File: config.mk
export PLATFORM = sky130hd
export DESIGN_NAME = if_fetch_unit
export DESIGN_NICKNAME = d
export VERILOG_FILES = /design/src/rtl/if_fetch_unit.sv
export SDC_FILE = /design/constraint.sdc
export NUM_CORES = 1
export LEC_CHECK = 0
export BUFFER_PORTS_ARGS = -buffer_cell sky130_fd_sc_hd__buf_2
export CAP_MARGIN = 30
export CORE_ASPECT_RATIO = 1.75
export CORE_MARGIN = 2
export CORE_UTILIZATION = 40
export DETAILED_ROUTE_END_ITERATION = 7
export SLEW_MARGIN = 10
export SYNTH_ARGS = -nofsm -noshare
export SYNTH_HDL_FRONTEND = slang
export SYNTH_SLANG_ARGS = --single-unit
File: constraint.sdc
create_clock -name clk -period 1.96 [get_ports clk]
set_clock_uncertainty 0.1 [all_clocks]
set_input_delay 0.098 -clock clk [delete_from_list [all_inputs] [get_ports clk]]
set_output_delay 0.098 -clock clk [all_outputs]
set_load 0.05 [all_outputs]
File: src/rtl/if_fetch_unit.sv
// Instruction fetch stage: request/ack handshake on the instruction bus feeding the IF/ID register.
// Optional fetch timeout (abort with bus_err pulse) is compiled in with `define IFETCH_TIMEOUT_EN.
module if_fetch_unit #(
    parameter int TIMEOUT_CYCLES = 16,
    parameter int CNT_W          = 5
) (
    input  logic        clk,
    input  logic        rst,
    input  logic [5:0]  stall,
    input  logic        flush,
    input  logic [31:0] pc_i,
    input  logic        ce_i,
    output logic        mem_req,
    output logic [31:0] mem_addr,
    input  logic        mem_ack,
    input  logic [31:0] mem_rdata,
    output logic        stallreq,
    output logic [31:0] id_pc,
    output logic [31:0] id_inst,
    output logic        id_valid,
    output logic        bus_err
);

    typedef enum logic [1:0] {
        ST_IDLE    = 2'd0,
        ST_BUSY    = 2'd1,
        ST_HOLD    = 2'd2,
        ST_DISCARD = 2'd3
    } state_t;

    state_t      state_r;
    state_t      state_s;
    logic [31:0] inst_q_r;
    logic [31:0] pc_q_r;
    logic        timeout_s;
    logic        done_s;
    logic [31:0] word_s;
    logic        issue_s;
    logic        release_s;
    logic        capture_s;
    logic        deliver_s;
    logic [31:0] dlv_pc_s;
    logic [31:0] dlv_inst_s;
    logic        unused_s;

    assign unused_s = ^{stall[5:3], stall[0]};

    // A timeout completes the transaction exactly like an ack carrying a NOP word.
    assign done_s = mem_ack | timeout_s;
    assign word_s = mem_ack ? mem_rdata : 32'h0000_0000;

`ifdef IFETCH_TIMEOUT_EN
    localparam logic [CNT_W-1:0] CNT_LAST = CNT_W'(TIMEOUT_CYCLES - 1);

    logic [CNT_W-1:0] cnt_r;
    logic             waiting_s;

    assign waiting_s = (state_r == ST_BUSY) || (state_r == ST_DISCARD);
    assign timeout_s = waiting_s && !mem_ack && (cnt_r == CNT_LAST);

    // Wait-cycle counter; restarts whenever the transaction ends or no transaction is open.
    always_ff @(posedge clk) begin
        if (rst) begin
            cnt_r <= {CNT_W{1'b0}};
        end else if (!waiting_s || mem_ack || timeout_s) begin
            cnt_r <= {CNT_W{1'b0}};
        end else begin
            cnt_r <= cnt_r + {{(CNT_W-1){1'b0}}, 1'b1};
        end
    end

    // One-cycle bus error pulse on abort.
    always_ff @(posedge clk) begin
        if (rst) begin
            bus_err <= 1'b0;
        end else begin
            bus_err <= timeout_s;
        end
    end
`else
    assign timeout_s = 1'b0;
    assign bus_err   = 1'b0;
`endif

    // Next-state, bus control strobes and stall request.
    always_comb begin
        state_s    = state_r;
        issue_s    = 1'b0;
        release_s  = 1'b0;
        capture_s  = 1'b0;
        deliver_s  = 1'b0;
        dlv_pc_s   = pc_q_r;
        dlv_inst_s = inst_q_r;
        stallreq   = 1'b0;
        case (state_r)
            ST_IDLE: begin
                stallreq = ce_i;
                if (ce_i && !flush) begin
                    issue_s = 1'b1;
                    state_s = ST_BUSY;
                end else begin
                    state_s = ST_IDLE;
                end
            end
            ST_BUSY: begin
                stallreq = !done_s;
                if (done_s) begin
                    release_s = 1'b1;
                    if (flush) begin
                        state_s = ST_IDLE;
                    end else if (stall[1]) begin
                        capture_s = 1'b1;
                        state_s   = ST_HOLD;
                    end else begin
                        deliver_s  = 1'b1;
                        dlv_pc_s   = mem_addr;
                        dlv_inst_s = word_s;
                        state_s    = ST_IDLE;
                    end
                end else if (flush) begin
                    state_s = ST_DISCARD;
                end else begin
                    state_s = ST_BUSY;
                end
            end
            ST_HOLD: begin
                stallreq = 1'b0;
                if (flush) begin
                    state_s = ST_IDLE;
                end else if (!stall[1]) begin
                    deliver_s = 1'b1;
                    state_s   = ST_IDLE;
                end else begin
                    state_s = ST_HOLD;
                end
            end
            ST_DISCARD: begin
                stallreq = 1'b1;
                if (done_s) begin
                    release_s = 1'b1;
                    state_s   = ST_IDLE;
                end else begin
                    state_s = ST_DISCARD;
                end
            end
            default: begin
                state_s = ST_IDLE;
            end
        endcase
    end

    // State, bus request/address and the word parked across an IF stall.
    always_ff @(posedge clk) begin
        if (rst) begin
            state_r  <= ST_IDLE;
            mem_req  <= 1'b0;
            mem_addr <= 32'h0000_0000;
            inst_q_r <= 32'h0000_0000;
            pc_q_r   <= 32'h0000_0000;
        end else begin
            state_r <= state_s;
            if (issue_s) begin
                mem_req  <= 1'b1;
                mem_addr <= pc_i;
            end else if (release_s) begin
                mem_req <= 1'b0;
            end
            if (capture_s) begin
                inst_q_r <= word_s;
                pc_q_r   <= mem_addr;
            end
        end
    end

    // IF/ID pipeline register: flush clears, ID stall holds, otherwise deliver or insert a bubble.
    always_ff @(posedge clk) begin
        if (rst || flush) begin
            id_pc    <= 32'h0000_0000;
            id_inst  <= 32'h0000_0000;
            id_valid <= 1'b0;
        end else if (stall[2]) begin
            id_pc    <= id_pc;
            id_inst  <= id_inst;
            id_valid <= id_valid;
        end else if (deliver_s) begin
            id_pc    <= dlv_pc_s;
            id_inst  <= dlv_inst_s;
            id_valid <= 1'b1;
        end else begin
            id_pc    <= 32'h0000_0000;
            id_inst  <= 32'h0000_0000;
            id_valid <= 1'b0;
        end
    end

endmodule

[Yosys cells after proc, flatten, opt, wreduce, memory -nomap -nowiden]
Cells that the tools add are included.
Word-level totals
  register bits: 164
  output and inout bits: 100
  logic and storage cells: 52
  input bits: 75
Cells by class
  muxes and demuxes: 34
  reductions and logical operators: 7
  equality and inequality tests: 3
Operators with widths (number)
  $mux W32: 11
  $mux W1: 15
  $mux W2: 5
  $pmux W2 S4: 1
  $eq A2 B2 Y1 const B: 2
  $pmux W1 S4: 1
  $eq A2 B1 Y1 const B: 1
  $logic_not A1 Y1: 2
  $logic_not A2 Y1: 1
  $pmux W1 S2: 1
  $reduce_bool A2 Y1: 1
  $reduce_or A2 Y1: 1
  $logic_and A1 B1 Y1: 1
  $logic_or A1 B1 Y1: 1

[Logic depth before layout (Yosys ltp)]
  depth after elaboration: 6
  gate-level depth with buffers: 7
  mapped depth without buffers: 5

[Worst setup path after synthesis]
OpenSTA, ideal clock, no wires.
  path type: flip-flop to output port
  start point: register state_r[1]
  end point: output port stallreq
  slack: -0.040 ns
  data arrival time: 1.802 ns
  buffers on the path: 0
  stages on the path, launching flop included: 5
  cell sequence: dfxtp_1 -> inv_1 -> ha_1 -> a21oi_1 -> o21ai_0
Between the ends
  word-level cells in the longest chain between the ends: 2
  elaborated cells on any way between the ends: 5
  classes of those cells: 3 x eq/ne; 1 x mux; 1 x reduce/logical
Ends and longest elaborated chain
  from (decl): RTL line 31  | state_t state_r;
  from (signal assigned): RTL line 161  | state_r <= state_s;
  $eq A2 B2 Y1, or another cell as far along: RTL line 95  | case (state_r)
  $pmux W1 S4 *: RTL line 95
  to (decl): RTL line 17  | output logic stallreq,
Every way passes the cells marked *; elsewhere a longest branch is shown, timed or not.

[Final worst setup path]
  start point: register state_r[1]
  end point: register id_inst[15]
Between the ends
  word-level cells in the longest chain between the ends: 3
  elaborated cells on any way between the ends: 5
  classes of those cells: 2 x eq/ne; 3 x mux
Ends and longest elaborated chain
  $eq A2 B2 Y1 or $eq A2 B1 Y1 (tied branches): RTL line 95
  $pmux W1 S2 or $mux W32 (tied branches): RTL line 95
  $mux W32 *: RTL line 185  | end else if (deliver_s) begin
  to (signal assigned): RTL line 183  | id_inst <= id_inst;
  to (signal assigned): RTL line 187  | id_inst <= dlv_inst_s;
  to (decl): RTL line 19  | output logic [31:0] id_inst,
Marked as above.
A chain may end at the register's enable or synchronous reset.

==> summary.md <==
| Metric | Value |
|---|---|
| Status | finished, final reports clean |
| Met3 usage | 3.56% |
| 1st-iter DRT viols | 164 |
| Drt pass-1 iters | 4 |
| Simple-Gate Fraction of Synth Area | 17.0% |
| P_leak | 3.30 nW |
| Setup Crit Path Kind | reg -> reg |
| Via count | 5745 |
| Routing usage on met2 | 35.6% |
| P&R area growth vs syn | 33.1% |
| Final HPWL DP | 10600 um |
| Worst-margin pin slew | 0.738 ns |
| CP delay by family, top | simple AND/OR/NAND/NOR gates |
| VDD IR max | 0.000512 V |
| Top_reg_cell synth | dfxtp_1 |
| Slew HR | 50.8% |
| FF-to-FF path depth | 6 |
| R2r endpoint | id_inst[15]$_SDFFE_PP0N_ |
| Final min period | 1.88 ns |
| Gr busiest metal | met2 |
| Pint | 5.57 mW |
| RSZ-0062 raised after global routing | yes |
| Global-route wire length before repair | 28100 um |
| Global Route Usage Sum | 20.4% |
| ANT nets after route | 0 |
| Crit-path slowest cell | and4bb_4 |
| Critical path arrival | 2.07 ns |
| Synth Area per Inst | 8.77 um2 |
| Hold Slack | 0.0421 ns |
| Post-synthesis cell area | 6510 um2 |
| Placed cell areas | 7350 um2 |
| Commonest non-fill, non-tap cell in the layout | nand2_1 |
| Via density | 4.97 |
| CP required | 2.15 ns |
| Clk sinks | 164 |
| Critical Path Source Type | flop |
| TritonCTS clock tree | built |
| Logic gate share of total power | 7.9% |
| Gr ovfl total | 0 |
| Post-CTS setup buffer count | 0 |
| H-tree levels | 4 |
| Post-synthesis xor/xnor area fraction | 0% |
| Num CTS Buffers | 17 |
| PortBufs | 169 |
| Global Route met1 Usage | 23.9% |
| Number of flops mapped to enable cells by yosys | 0 |
| Slowest cell delay on critical path | 0.36 ns |
| Seq pwr share | 46.3% |
| Hold wc startpoint | stall[1] |
| Most frequent cells in the layout | nand2_1 (257), buf_2 (168), dfxtp_1 (164), a21oi_1 (99), dlygate4sd3_1 (68) |
| Clk_lat worst skew | 0.42 ns |
| WP buf/inv | 2 |
| RePlAce Congestion | 0.789 |
| Async SR Flop Fraction | 0% |
| Unique masters post-synth | 30 |
| Final Hold Viols | 0 |
| Main combinational cell family by area after synthesis | simple AND/OR/NAND/NOR gates |
| Die span in y | 173 um |
| Final slew viol count | 0 |
| Clock share of power | 45.8% |
| Largest net degree at the start of global routing | 100 |
| Wire per inst | 15.2 um |
| Net Switching | 1.79 mW |
| Seq cells post-synth | 164 |
| Antenna fix cells | 0 |
| CP max FO | 23 |
| Final setup fails | 0 |
| Die width | 100 um |
| Number of global-route vias before repair | 5515 |
| Reg-to-Reg Start | state_r[1]$_SDFF_PP0_ |
| Tightest Hold Check Type | in -> reg |
| Yosys warnings | 0 |
| Core Region | 15900 um2 |
| Post-Synthesis Net Count | 822 |
| Clk root buf | clkbuf_16 |
| Cell Pwr Density | 849 nW/um2 |
| IO Pins | 175 |
| Post-synthesis mux area share | 9.84% |
| Initial Utilization | 41.0% |
| Sw Share | 24.3% |
| Clk buf depth | 2 |
| Clock transition at path regs | 0.06 ns |
| Initial antenna violation count | 0 |
| Min-Delay Endpoint | id_valid$_SDFFE_PP0N_ |
| Period utilisation layout | 95.7% |
| DRC Markers | 0 |
| TNS Setup | 0 ns |
| Crit end category | flop |
| Max-cap viol count | 0 |
| Hold Path Depth | 4 |
| Cell area after layout | 8660 um2 |
| Layout cells sized above 1 | 23.4% |
| R2R Setup Slk | 0.08 ns |
| Post-Route WL | 17600 um |
| Fmax achieved | 533 MHz |
| CP cell instances | inv_1 > ha_2 > and4bb_4 > buf_12 > mux2i_1 > o22ai_1 |
| Die area | 17300 um2 |
| Synthesized netlist cell count | 742 |
| FP Rows | 61 |
| Post-synthesis compound-gate area fraction | 14.6% |
| Register area share after synthesis | 50.5% |
| Synth Area in Adders | 0.961% |
| Nets | 1033 |
-- cell usage after synthesis (2+ instances only) --
cell type | number | area [um2]
buf_2 | 16 | 80.1
dfxtp_1 | 164 | 3280
nor2_1 | 3 | 11.3
a21oi_1 | 99 | 495
ha_1 | 5 | 62.6
clkbuf_1 | 22 | 82.6
buf_4 | 8 | 60.1
nand2_1 | 257 | 965
o22ai_1 | 64 | 400
nand3b_1 | 2 | 15.0
buf_6 | 7 | 78.8
inv_1 | 4 | 15.0
o21ai_0 | 4 | 20.0
mux2i_1 | 64 | 641
buf_1 | 2 | 7.51
buf_12 | 7 | 140
-- flip-flops by register name, summed over array words and instances, names as in the netlist --
name,flops
id_inst,32
id_pc,32
inst_q_r,32
mem_addr,32
pc_q_r,32
state_r,2
id_valid,1
mem_req,1
-- per-stage QoR --
step           setup slack [ns]  total power, mW  cells  utilization (%)
6_report                 0.0839             7.36   1155             54.6
5_1_grt                 -0.0117             7.61   1155             54.6
3_5_place_dp             0.0807             3.96   1054             46.3
3_3_place_gp              0.118             3.96   1054             46.3
2_1_floorplan             0.291             3.77    742                -
4_1_cts                  0.0493             7.44   1154             54.4
-- power by group through the flow --
stage | clock [mW] | sequential [mW] | combinational, mW
after floorplan | 0 | 3.58 | 0.190
after global placement | 0 | 3.48 | 0.472
after detailed placement | 0 | 3.48 | 0.473
after CTS | 3.46 | 3.41 | 0.579
after global routing | 3.57 | 3.41 | 0.625
final | 3.37 | 3.41 | 0.578
-- worst max path at each step --
stage / endpoint / slack [ns] / from / cells after the start
after global placement: id_pc[9]$_SDFFE_PP0N_ / 0.12 / state_r[1]$_SDFF_PP0_ / 6
after detailed placement: id_pc[9]$_SDFFE_PP0N_ / 0.08 / state_r[1]$_SDFF_PP0_ / 6
after CTS: id_pc[3]$_SDFFE_PP0N_ / 0.05 / state_r[1]$_SDFF_PP0_ / 6
after floorplan: id_pc[0]$_SDFFE_PP0N_ / 0.29 / state_r[1]$_SDFF_PP0_ / 7
final: id_inst[15]$_SDFFE_PP0N_ / 0.08 / state_r[1]$_SDFF_PP0_ / 6
after global routing: id_inst[23]$_SDFFE_PP0N_ / -0.01 / state_r[1]$_SDFF_PP0_ / 6
-- tightest hold or removal path, cell delays in order --
cell and delay (ns):
buf_2 0.15, nor4b_4 0.08, a22oi_1 0.13, nor2_1 0.05
-- metal layers --
metal	part of all wire, %	routed length (um)
met4	2.9	504
met1	43	7580
met5	0	0
met3	3.5	621
met2	51	8910
-- cell families after synthesis --
logic type                 Yosys count
other                                1
adders and majority gates            5
DFF                                164
muxes                               64
AOI/OAI and AO/OA                  171
buffers and inverters               66
and+or+nand+nor                    271
-- cell type report --
type	instances	area, um2
sequential	164	3280
multi-input combinational	512	2760
timing repair buffer	254	1770
clock inverter	12	145
inverter	4	15.0
fill	1483	7210
clock buffer	20	457
tap	189	236
-- what timing repair did --
action | CTS | global route
endpoints found under the hold margin | 99 | 0
gates resized for setup | 0 | 2
endpoints found under the setup margin | 0 | 39
hold buffers | 68 | 0
No activity file was read; power rests on OpenSTA's default activity.
